### config.mk
export PLATFORM = sky130hd
export DESIGN_NAME = mem_ctrl
export DESIGN_NICKNAME = d
export VERILOG_FILES = /design/src/rtl/mem_ctrl.sv
export SDC_FILE = /design/constraint.sdc
export NUM_CORES = 1
export LEC_CHECK = 0
export CAP_MARGIN = 20
export CORE_ASPECT_RATIO = 0.7
export CORE_UTILIZATION = 35
export CTS_BUF_LIST = sky130_fd_sc_hd__clkbuf_8
export CTS_CLUSTER_DIAMETER = 80
export CTS_CLUSTER_SIZE = 28
export DETAILED_ROUTE_END_ITERATION = 12
export DONT_BUFFER_PORTS = 1
export PLACE_DENSITY = 0.54
export SKIP_LAST_GASP = 1
export SLEW_MARGIN = 20
export SYNTH_ARGS = -nofsm -noshare
export SYNTH_HDL_FRONTEND = slang
export SYNTH_SLANG_ARGS = --single-unit
export TNS_END_PERCENT = 100
### constraint.sdc
create_clock -name clk -period 7.4 [get_ports clk]
set_clock_uncertainty 0.2 [all_clocks]
set_input_delay 2.22 -clock clk [delete_from_list [all_inputs] [get_ports clk]]
set_output_delay 2.22 -clock clk [all_outputs]
set_load 0.02 [all_outputs]
### src/rtl/mem_ctrl.sv
`default_nettype none
// ============================================================================
// Module   : mem_ctrl
// Brief    : Byte-serial memory controller arbitrating a fetch port and a data
//            port onto a byte-wide RAM with one-cycle read latency.
//            Optional macro MEMCTRL_IO_GUARD_EN holds off IO-region writes
//            while the UART buffer is full.
// Revision : 1.0 - initial release
// ============================================================================
module mem_ctrl (
    input  logic        clk,
    input  logic        rst,
    // instruction-fetch port
    input  logic        if_r_req_i,
    input  logic [31:0] if_addr_i,
    output logic        if_done_o,
    output logic [31:0] if_r_data_o,
    // data port
    input  logic        mem_r_req_i,
    input  logic        mem_w_req_i,
    input  logic [31:0] mem_addr_i,
    input  logic [31:0] mem_w_data_i,
    input  logic [1:0]  mem_state_i,
    output logic        mem_done_o,
    output logic [31:0] mem_r_data_o,
    // RAM side
    input  logic [7:0]  ram_din_i,
    output logic [7:0]  ram_dout_o,
    output logic [31:0] ram_a_o,
    output logic        ram_wr_o,
    input  logic        io_buffer_full_i
);

    typedef enum logic [1:0] {
        IDLE = 2'd0,
        XFER = 2'd1,
        DONE = 2'd2
    } state_t;

    localparam logic [1:0] c_FETCH_LAST = 2'b11;

    state_t      r_state;
    logic [31:0] r_addr;
    logic [31:0] r_wdata;
    logic        r_write;
    logic        r_owner_mem;
    logic [1:0]  r_last;
    logic [2:0]  r_cnt;
    logic [31:0] r_rbuf;

    logic        w_mem_req;
    logic        w_mem_ok;
    logic        w_io_block;
    logic [2:0]  w_cnt_inc;
    logic [2:0]  w_end_cnt;
    logic        w_xfer_end;
    logic [31:0] w_next_a;
    logic [7:0]  w_next_wbyte;
    logic [31:0] w_rbuf_merged;

`ifdef MEMCTRL_IO_GUARD_EN
    assign w_io_block = mem_w_req_i & (mem_addr_i[17:16] == 2'b11) & io_buffer_full_i;
`else
    logic w_unused_io;
    assign w_unused_io = io_buffer_full_i;
    assign w_io_block  = 1'b0;
`endif

    assign w_mem_req  = mem_r_req_i | mem_w_req_i;
    assign w_mem_ok   = w_mem_req & ~w_io_block;
    assign w_cnt_inc  = r_cnt + 3'd1;
    // Reads spend one extra XFER cycle collecting the last byte.
    assign w_end_cnt  = {1'b0, r_last} + {2'b00, ~r_write};
    assign w_xfer_end = (r_cnt == w_end_cnt);
    assign w_next_a   = r_addr + {29'd0, w_cnt_inc};

    always_comb begin
        case (w_cnt_inc[1:0])
            2'd1:    w_next_wbyte = r_wdata[15:8];
            2'd2:    w_next_wbyte = r_wdata[23:16];
            2'd3:    w_next_wbyte = r_wdata[31:24];
            default: w_next_wbyte = r_wdata[7:0];
        endcase
    end

    // The byte on ram_din_i belongs to the address presented one cycle earlier.
    always_comb begin
        w_rbuf_merged = r_rbuf;
        case (r_cnt)
            3'd1:    w_rbuf_merged[7:0]   = ram_din_i;
            3'd2:    w_rbuf_merged[15:8]  = ram_din_i;
            3'd3:    w_rbuf_merged[23:16] = ram_din_i;
            3'd4:    w_rbuf_merged[31:24] = ram_din_i;
            default: ;
        endcase
    end

    always_ff @(posedge clk) begin
        if (rst) begin
            r_state      <= IDLE;
            r_addr       <= 32'd0;
            r_wdata      <= 32'd0;
            r_write      <= 1'b0;
            r_owner_mem  <= 1'b0;
            r_last       <= 2'd0;
            r_cnt        <= 3'd0;
            r_rbuf       <= 32'd0;
            if_done_o    <= 1'b0;
            if_r_data_o  <= 32'd0;
            mem_done_o   <= 1'b0;
            mem_r_data_o <= 32'd0;
            ram_dout_o   <= 8'd0;
            ram_a_o      <= 32'd0;
            ram_wr_o     <= 1'b0;
        end else begin
            if_done_o  <= 1'b0;
            mem_done_o <= 1'b0;
            case (r_state)
                IDLE: begin
                    if (w_mem_ok) begin
                        r_addr      <= mem_addr_i;
                        r_wdata     <= mem_w_data_i;
                        r_write     <= mem_w_req_i;
                        r_owner_mem <= 1'b1;
                        r_last      <= mem_state_i;
                        r_cnt       <= 3'd0;
                        r_rbuf      <= 32'd0;
                        ram_a_o     <= mem_addr_i;
                        ram_wr_o    <= mem_w_req_i;
                        if (mem_w_req_i) begin
                            ram_dout_o <= mem_w_data_i[7:0];
                        end
                        r_state     <= XFER;
                    end else if (if_r_req_i) begin
                        r_addr      <= if_addr_i;
                        r_write     <= 1'b0;
                        r_owner_mem <= 1'b0;
                        r_last      <= c_FETCH_LAST;
                        r_cnt       <= 3'd0;
                        r_rbuf      <= 32'd0;
                        ram_a_o     <= if_addr_i;
                        ram_wr_o    <= 1'b0;
                        r_state     <= XFER;
                    end
                end
                XFER: begin
                    if (!r_write && (r_cnt != 3'd0)) begin
                        r_rbuf <= w_rbuf_merged;
                    end
                    if (w_xfer_end) begin
                        ram_wr_o <= 1'b0;
                        r_state  <= DONE;
                        if (r_owner_mem) begin
                            mem_done_o <= 1'b1;
                            if (!r_write) begin
                                mem_r_data_o <= w_rbuf_merged;
                            end
                        end else begin
                            if_done_o   <= 1'b1;
                            if_r_data_o <= w_rbuf_merged;
                        end
                    end else begin
                        r_cnt <= w_cnt_inc;
                        // Past the last byte a read only waits for data; address holds.
                        if (w_cnt_inc <= {1'b0, r_last}) begin
                            ram_a_o <= w_next_a;
                            if (r_write) begin
                                ram_dout_o <= w_next_wbyte;
                            end
                        end
                    end
                end
                DONE: begin
                    r_state <= IDLE;
                end
                default: begin
                    r_state <= IDLE;
                end
            endcase
        end
    end

endmodule
`default_nettype wire

==> results of run 1 <==
## kinds of logic after synthesis
kind of cell,Yosys count
AOI/OAI and AO/OA,314
muxes,60
DFF,212
xor gates and xnor gates,18
adders and majority gates,13
and+or+nand+nor,381
buffers and inverters,119
## registers in the layout (all words and copies together) (netlist names), 2 cells and up
register / flops
r_wdata: 32
if_r_data_o: 32
mem_r_data_o: 32
r_rbuf: 32
ram_a_o: 32
r_state: 2
r_last: 2
ram_dout_o: 8
r_addr: 32
r_cnt: 3
## area by class of cell
cell class / instances / area (µm²) / share of cell area [%]
flip-flops and latches: 212 / 4240 / 42.2
clock buffers: 14 / 193 / 1.92
well taps: 364 / 455 / 4.53
multi-input cells: 786 / 4870 / 48.5
inverters: 23 / 86.3 / 0.859
clock inverters: 7 / 105 / 1.05
repair buffers: 13 / 97.6 / 0.971
## metal layers
| metal | wire [µm] | track usage, % | vias up |
|---|---|---|---|
| li1 | - | - | 3893 |
| met1 | 13800 | 28.7 | 3792 |
| met2 | 10900 | 26.0 | 233 |
| met3 | 2550 | 6.33 | 18 |
| met4 | 362 | 3.50 | 0 |
| met5 | 0 | 0 | - |
## synthesized netlist by cell type, drive strengths merged (17+ instances only)
cell,n
dfxtp,212
nor2,157
nand2,123
a211oi,90
a21oi,89
mux2i,59
clkbuf,58
buf,38
a22oi,34
inv,23
nand3,22
nor3,17
## path summary, 6_finish.rpt
check             cells after the start         from  slack, ns     endpoint
setup / recovery                      9     r_cnt[0]       3.55  ram_a_o[16]
hold / removal                        2  r_wdata[12]       0.26  r_wdata[12]
setup reg to reg                      9     r_cnt[0]       3.55  ram_a_o[16]
hold reg to reg                       2  r_wdata[12]       0.26  r_wdata[12]
## worst max-delay path, stage by stage (launching register included)
cell,delay (ns)
dfxtp_1,0.48
ha_1,0.60
ha_1,0.37
inv_1,0.15
ha_1,0.24
nor2b_1,0.40
o2111ai_1,0.42
o21a_1,0.32
o31ai_1,0.40
o21ai_0,0.13
## power by group through the flow
stage          registers, µW  clock network, µW  logic, µW
2_1_floorplan           1540                  0        596
3_3_place_gp            1610                  0        714
3_5_place_dp            1610                  0        723
4_1_cts                 1580                683        726
5_1_grt                 1610                720        816
6_report                1580                652        721
## metrics by stage
stage	area (µm²)	total power [µW]	hold slack, ns	util, %	setup slack (ns)
finish	10100	2950	0.265	37.4	3.55
global route	10100	3140	0.292	37.4	3.28
CTS	10000	2990	0.266	37.4	3.59
detailed placement	9750	2330	0.247	36.3	3.35
global placement	9750	2320	0.241	36.3	3.38
floorplan	9590	2130	0.236	-	3.47
==> results.py, run 1 <==
metrics = {
    "timing": {
        "hold_viol_final": 0,
        "period_share_pct": 52.0,
        "setup_violations": 0,
        "fin_setup_tns_ns": 0,
        "relSlewSlack_pct": 25.9,
        "final_max_slew_viol_count": 0,
        "tightestPinTransition_ns": 1.11,
        "period_needed_ns": 3.85,
        "clock.fmax_ghz": 0.260,
        "rsz0062_at_grt": "false",
    },
    "cells_and_area": {
        "final_common_cell": "dfxtp_1",
        "final_nets": 1174,
        "fillers": 2772,
        "stdcell_count": 1419,
        "syn_to_final_growth_pct": 4.86,
        "drive_gt1_share_pct": 5.40,
        "final_cell_mix": "dfxtp_1 (212), nor2_1 (156), nand2_1 (123), a211oi_1 (90), a21oi_1 (89)",
        "antenna_cells": 0,
    },
    "setup_path": {
        "critPathMaxFanout": 17,
        "cp.arrival_ns": 4.05,
        "end_kind": "flop",
        "cp-start-kind": "flop",
        "required_ns": 7.59,
        "critical_path_class": "reg2reg",
    },
    "pwr": {
        "p_switching_uw": 1160,
        "power_switching_share_pct": 39.2,
        "comb_power_share_pct": 24.4,
        "internal_power_uw": 1800,
        "clock_power_share_pct": 22.1,
        "power.density_nw_per_um2": 294,
        "ir_drop_mv": 0.111,
        "power_leakage_uw": 0.00344,
        "seqPwrFrac_pct": 53.5,
    },
    "synthesis": {
        "synth_warnings": 0,
        "synth_top_area_share_pct": 44.3,
        "seq_area_frac_synth_pct": 44.3,
        "synth_compound_area_share_pct": 22.7,
        "synth_cell_types": 65,
        "synth_nets": 1242,
        "synthFlopType": "dfxtp_1",
        "synth.avg_cell_area_um2": 8.58,
        "synth-xor-area-share_pct": 1.72,
        "synth_top_family_by_area": "compound AO/OA/AOI/OAI gates",
        "synth_top_area_cell": "dfxtp_1",
        "synthAdderAreaFrac_pct": 1.78,
        "async_flop_share_pct": 0,
        "synthTopCellsByArea": "dfxtp_1 (44%), a211oi_1 (7.0%), mux2i_1 (6.2%)",
        "synth_edf_count": 0,
        "syn_inst": 1117,
        "synthMuxAreaShare_pct": 6.28,
        "ys_ff_latch": 212,
        "synth.cell_area_um2": 9590,
        "yosys.area_share.simple_pct": 17.9,
    },
    "cts": {
        "cts_tree": "yes",
        "htreeDepth": 1,
        "path_clk_slew_ns": 0.17,
        "cts_made_buffers": 13,
        "clock_sinks": 212,
        "cts_hold_buf": 0,
        "post_cts_buffers": 0,
        "clk-insertion-delay-late_ns": 0.55,
        "cts.path.max_buffers": 3,
        "cts_root_buf": "clkbuf_8",
        "ctsResizeCount": 0,
    },
    "routing": {
        "routed_wl_um": 27600,
        "ant_nets": 0,
        "drcViolationCount": 0,
        "vias": 7936,
        "wl_per_cell_um": 19.4,
        "viasPerCell": 5.59,
        "drtPass1Iterations": 6,
        "drtIter0Drc": 584,
    },
    "die": {
        "core-area_um2": 26800,
        "io_pins": 219,
        "die_y_um": 140,
        "start_util_pct": 35.7,
        "rows": 50,
        "dieArea_um2": 28100,
        "fp.dieW_um": 200,
    },
    "job": {
        "drv_cap": 0,
    },
    "outcome": {
        "status": "finished clean",
    },
    "global_route": {
        "first_global_vias": 7194,
        "grt_max_degree": 200,
        "antenna_found_initial": 0,
        "grt_pass1_wl_um": 41900,
        "gr-total-overflow": 0,
        "grt_use_total_pct": 19.1,
    },
    "placement": {
        "place_congestion": 0.835,
        "portBuffers": 0,
        "post-dp-hpwl_um": 19100,
        "place_inst": 1398,
    },
    "worst_hold_path": {
        "hp-class": "reg2reg",
    },
}
No activity file was read; power rests on OpenSTA's default activity.
==> run 2, diff against run 1 <==
==> constraint.sdc (replaced) <==
create_clock -name clk -period 3.62 [get_ports clk]
set_clock_uncertainty 0.2 [all_clocks]
set_input_delay 1.086 -clock clk [delete_from_list [all_inputs] [get_ports clk]]
set_output_delay 1.086 -clock clk [all_outputs]
set_load 0.02 [all_outputs]
==> run 2 against run 1 <==
  * Cell count grew 0.78%
  * Clock power increased by 99%
  * Register-to-register slack worse by 3.3 ns
  * Worst hold slack about the same
  * Routed wire length grew 1.1%
  * Combinational power is 120% higher
  * Sequential share of layout area decreased by 0.56 points
  * Fmax up 14%
==> results.py, run 2 (synthesis gave the netlist of run 1 again) <==
metrics = {
    "outcome": {
        "status": "finished clean",
    },
    "cells_and_area": {
        "antenna_cells": 0,
        "final_cell_mix": "dfxtp_1 (212), nor2_1 (156), nand2_1 (123), a211oi_1 (90), a21oi_1 (89)",
        "drive_gt1_share_pct": 6.38,
        "final_common_cell": "dfxtp_1",
        "final_nets": 1186,
        "syn_to_final_growth_pct": 6.25,
    },
    "pwr": {
        "power_switching_share_pct": 39.2,
        "power_uw": 6090,
        "p_switching_uw": 2390,
        "power.density_nw_per_um2": 598,
        "power_leakage_uw": 0.00350,
        "seqPwrFrac_pct": 52.9,
        "ir_drop_mv": 0.272,
        "internal_power_uw": 3700,
        "comb_power_share_pct": 25.8,
        "clock_power_share_pct": 21.4,
    },
    "timing": {
        "period_share_pct": 93.3,
        "fin_setup_tns_ns": 0,
        "clock.fmax_ghz": 0.296,
        "final_max_slew_viol_count": 0,
        "period_needed_ns": 3.38,
        "relSlewSlack_pct": 53.4,
        "setup_violations": 0,
        "rsz0062_at_grt": "false",
        "tightestPinTransition_ns": 0.698,
        "hold_viol_final": 0,
        "hold_ws_ns": 0.265,
    },
    "worst_hold_path": {
        "hp-class": "reg2reg",
    },
    "routing": {
        "ant_nets": 0,
        "drtPass1Iterations": 6,
        "drtIter0Drc": 657,
        "viasPerCell": 5.51,
        "wl_per_cell_um": 19.5,
        "routed_wl_um": 27900,
        "vias": 7886,
        "drcViolationCount": 0,
    },
    "setup_path": {
        "critPathMaxFanout": 6,
        "critical_path_class": "reg2reg",
        "cp.arrival_ns": 3.59,
        "crit_chain": "inv_1 -> ha_1 -> inv_1 -> fa_1 -> nor2b_1 -> o2111ai_1 -> nor4_1 -> xor2_1 -> a221o_1",
        "crit_path_frequent_cell": "inv_1",
        "cp-start-kind": "flop",
        "slowest_stage": "dfxtp_1",
        "critical-path-max-stage-delay_ns": 0.48,
        "end_kind": "flop",
        "required_ns": 3.83,
    },
    "cts": {
        "post_cts_buffers": 0,
        "cts.path.max_buffers": 3,
        "cts_tree": "yes",
        "clock_sinks": 212,
        "cts_hold_buf": 0,
        "clk-insertion-delay-late_ns": 0.54,
        "ctsResizeCount": 0,
        "cts_root_buf": "clkbuf_8",
        "htreeDepth": 1,
        "path_clk_slew_ns": 0.16,
        "cts_made_buffers": 13,
    },
    "global_route": {
        "antenna_found_initial": 0,
        "grt_pass1_wl_um": 42300,
        "first_global_vias": 7004,
        "grt_use_total_pct": 19.3,
        "gr-total-overflow": 0,
        "grt_max_degree": 200,
    },
    "die": {
        "rows": 50,
        "dieArea_um2": 28100,
        "fp.dieW_um": 200,
        "core-area_um2": 26800,
        "io_pins": 219,
        "start_util_pct": 35.7,
        "die_y_um": 140,
    },
    "job": {
        "drv_cap": 0,
    },
    "placement": {
        "portBuffers": 0,
        "post-dp-hpwl_um": 19500,
        "place_congestion": 0.863,
    },
}
-- run 2: changes by cell type in the layout (fill, tap and decap cells not counted), sizes merged --
cell,change
inv,-4
clkbuf,-1
buf,+12
clkinv,+3
clkinvlp,+1
-- run 2: area by class of cell --
cell class | count | area, µm²
clock buffer | 13 | 179
clock inverter | 7 | 115
fill | 2764 | 16700
inverter | 23 | 86.3
multi-input combinational | 786 | 4870
sequential | 212 | 4240
tap | 364 | 455
timing repair buffer | 25 | 238
-- run 2: stage by stage --
stage / utilization [%] / area [µm²] / setup WS (ns) / cells
3_3_place_gp: 36.9 / 9890 / 0.363 / 1410
5_1_grt: 37.9 / 10200 / 0.0201 / 1430
3_5_place_dp: 36.9 / 9890 / 0.297 / 1410
6_report: 37.9 / 10200 / 0.243 / 1430
2_1_floorplan: - / 9590 / 0.729 / 1117
4_1_cts: 37.9 / 10200 / 0.245 / 1430
-- run 2: power groups by stage --
stage / sequential (µW) / combinational (µW) / clock [µW]
final: 3220 / 1570 / 1300
after detailed placement: 3280 / 1570 / 0
after global routing: 3270 / 1750 / 1460
after floorplan: 3140 / 1220 / 0
after CTS: 3220 / 1580 / 1370
after global placement: 3270 / 1550 / 0
-- run 2: worst paths after layout --
kind,slack [ns],cells after the start,to,startpoint
worst max-delay path,0.24,9,ram_a_o[26],r_cnt[0]
worst min-delay path,0.26,2,r_wdata[12],r_wdata[12]
worst max register to register,0.24,9,ram_a_o[26],r_cnt[0]
worst min register to register,0.26,2,r_wdata[12],r_wdata[12]
-- run 2: routing by layer --
layer  vias to the layer above  wire [µm]  global-route usage (%)
met2                       228      11000                    26.1
met5                         -          0                       0
met1                      3727      13900                    29.5
li1                       3908          -                       -
met4                         0        391                    3.42
met3                        23       2560                    6.07
-- run 2: critical path: cells and delay by family, from the launching register on --
kind / cells / cell delay, ns
AO/OA/AOI/OAI: 2 / 0.66
flip-flops: 1 / 0.48
AND/OR/NAND/NOR: 2 / 0.71
adder cells (fa/ha/maj): 2 / 0.84
XOR/XNOR: 1 / 0.11
buffers and inverters: 2 / 0.23
==> run 3, diff against run 2 <==
--- a/config.mk
+++ b/config.mk
@@ -14,6 +14,8 @@
 export DETAILED_ROUTE_END_ITERATION = 12
 export DONT_BUFFER_PORTS = 1
 export PLACE_DENSITY = 0.54
+export SETUP_SLACK_MARGIN = 0.15
+export SKIP_CTS_REPAIR_TIMING = 1
 export SKIP_LAST_GASP = 1
 export SLEW_MARGIN = 20
 export SYNTH_ARGS = -nofsm -noshare
==> run 3 against run 2 <==
  * Worst setup slack gained 0.13 ns
  * Core utilization about the same
  * Non-clock buffer count unchanged
  * First-iteration DRC count shrank 11%
  * Cell count is the same
  * Fmax grew 3.9%
==> results.py, run 3 (synthesis gave the netlist of run 1 again) <==
metrics = {
    "outcome": {
        "status": "finished clean",
    },
    "setup_path": {
        "end_kind": "flop",
        "critical-path-max-stage-delay_ns": 0.51,
        "cp-start-kind": "flop",
        "reg2reg_depth": 9,
        "r2r_end": "ram_a_o[31]",
        "crit_path_frequent_cell": "ha_1",
        "critical_path_class": "reg2reg",
        "critPathBufInv": 1,
        "critPathMaxFanout": 7,
        "required_ns": 3.86,
        "r2r_start": "r_cnt[0]",
        "crit_family": "simple AND/OR/NAND/NOR gates",
        "slowest_stage": "or4_1",
        "cp.arrival_ns": 3.49,
        "crit_chain": "ha_1 -> ha_1 -> inv_1 -> ha_1 -> and3_1 -> o21ai_2 -> or4_1 -> or4_1 -> o211ai_1",
        "r2r_slack_ns": 0.37,
    },
    "die": {
        "dieArea_um2": 28100,
        "io_pins": 219,
        "fp.dieW_um": 200,
        "die_y_um": 140,
        "core-area_um2": 26800,
        "start_util_pct": 35.7,
        "rows": 50,
    },
    "cts": {
        "clk-insertion-delay-late_ns": 0.54,
        "cts_made_buffers": 13,
        "htreeDepth": 1,
        "cts_root_buf": "clkbuf_8",
        "path_clk_slew_ns": 0.16,
        "cts.path.max_buffers": 3,
        "clock_sinks": 212,
        "cts_tree": "yes",
    },
    "timing": {
        "fin_setup_tns_ns": 0,
        "tightestPinTransition_ns": 0.728,
        "period_needed_ns": 3.25,
        "relSlewSlack_pct": 51.3,
        "clock.fmax_ghz": 0.308,
        "period_share_pct": 89.7,
        "rsz0062_at_grt": "false",
        "setup_violations": 0,
        "final_max_slew_viol_count": 0,
        "hold_viol_final": 0,
    },
    "worst_hold_path": {
        "hp-class": "reg2reg",
        "min-delay-start": "r_wdata[12]",
        "hold_end": "r_wdata[12]",
        "hold_path_depth": 2,
    },
    "cells_and_area": {
        "antenna_cells": 0,
        "fillers": 2770,
        "final_nets": 1186,
        "final_cell_mix": "dfxtp_1 (211), nor2_1 (156), nand2_1 (123), a211oi_1 (90), a21oi_1 (89)",
        "stdcell_count": 1430,
        "final_common_cell": "dfxtp_1",
        "syn_to_final_growth_pct": 6.36,
        "drive_gt1_share_pct": 6.66,
    },
    "routing": {
        "drcViolationCount": 0,
        "vias": 7887,
        "ant_nets": 0,
        "routed_wl_um": 27900,
        "drtIter0Drc": 582,
        "drtPass1Iterations": 9,
        "wl_per_cell_um": 19.5,
        "viasPerCell": 5.52,
    },
    "global_route": {
        "antenna_found_initial": 0,
        "grt_pass1_wl_um": 42300,
        "grt_max_degree": 200,
        "grt_use_total_pct": 19.3,
        "gr-total-overflow": 0,
        "first_global_vias": 7004,
    },
    "job": {
        "drv_cap": 0,
    },
    "pwr": {
        "power_leakage_uw": 0.00350,
        "power.density_nw_per_um2": 597,
        "ir_drop_mv": 0.271,
    },
    "placement": {
        "portBuffers": 0,
        "place_inst": 1410,
        "post-dp-hpwl_um": 19500,
        "place_congestion": 0.863,
    },
}
run 3: cell types whose count changed in the layout (fill, tap and decap cells not counted):
cell / change
nor2b_2: +1
nor2b_1: -1
o2111ai_1: -1
o2111ai_2: +1
dfxtp_2: +1
dfxtp_1: -1
run 3: routing by layer:
layer	vias up	wire length (µm)	GRT usage, %
met2	212	11000	26.1
met1	3735	14000	29.5
met5	-	0	0
met3	23	2500	6.07
met4	0	391	3.42
li1	3917	-	-
run 3: worst max-delay path by stage:
stage / end / start / slack [ns] / cells after the start
floorplan: ram_a_o[31] / r_cnt[0] / 0.73 / 9
CTS: ram_a_o[26] / r_cnt[0] / 0.24 / 9
global placement: ram_a_o[16] / r_cnt[0] / 0.36 / 9
detailed placement: ram_a_o[16] / r_cnt[0] / 0.30 / 9
finish: ram_a_o[31] / r_cnt[0] / 0.37 / 9
global route: ram_a_o[14] / r_cnt[0] / 0.20 / 9
run 3: metrics by stage:
stage | utilization (%) | power, µW | area (µm²) | setup WS, ns | hold slack, ns
6_report | 38.0 | 6090 | 10200 | 0.372 | 0.265
3_3_place_gp | 36.9 | 4820 | 9890 | 0.363 | 0.240
3_5_place_dp | 36.9 | 4850 | 9890 | 0.297 | 0.246
2_1_floorplan | - | 4360 | 9590 | 0.729 | 0.236
4_1_cts | 37.9 | 6170 | 10200 | 0.245 | 0.266
5_1_grt | 38.0 | 6490 | 10200 | 0.202 | 0.285
run 3: where the power goes:
| group | internal, µW | total [µW] | switching, µW |
|---|---|---|---|
| clock | 455 | 1300 | 848 |
| combinational | 583 | 1570 | 985 |
| sequential | 2660 | 3220 | 554 |
| total | 3700 | 6090 | 2390 |
run 3: area by class of cell:
type                            count  area, µm²  area share (%)
Multi-Input combinational cell    786       4880            47.8
Inverter                           23       86.3           0.847
Sequential cell                   212       4250            41.6
Tap cell                          364        455            4.47
Timing Repair Buffer               25        238            2.33
Clock inverter                      7        115            1.13
Clock buffer                       13        179            1.76
run 3: worst min-delay path, cell delays in order (launching register included):
cell	delay, ns
dfxtp_1	0.33
nand2_1	0.05
a21oi_1	0.05
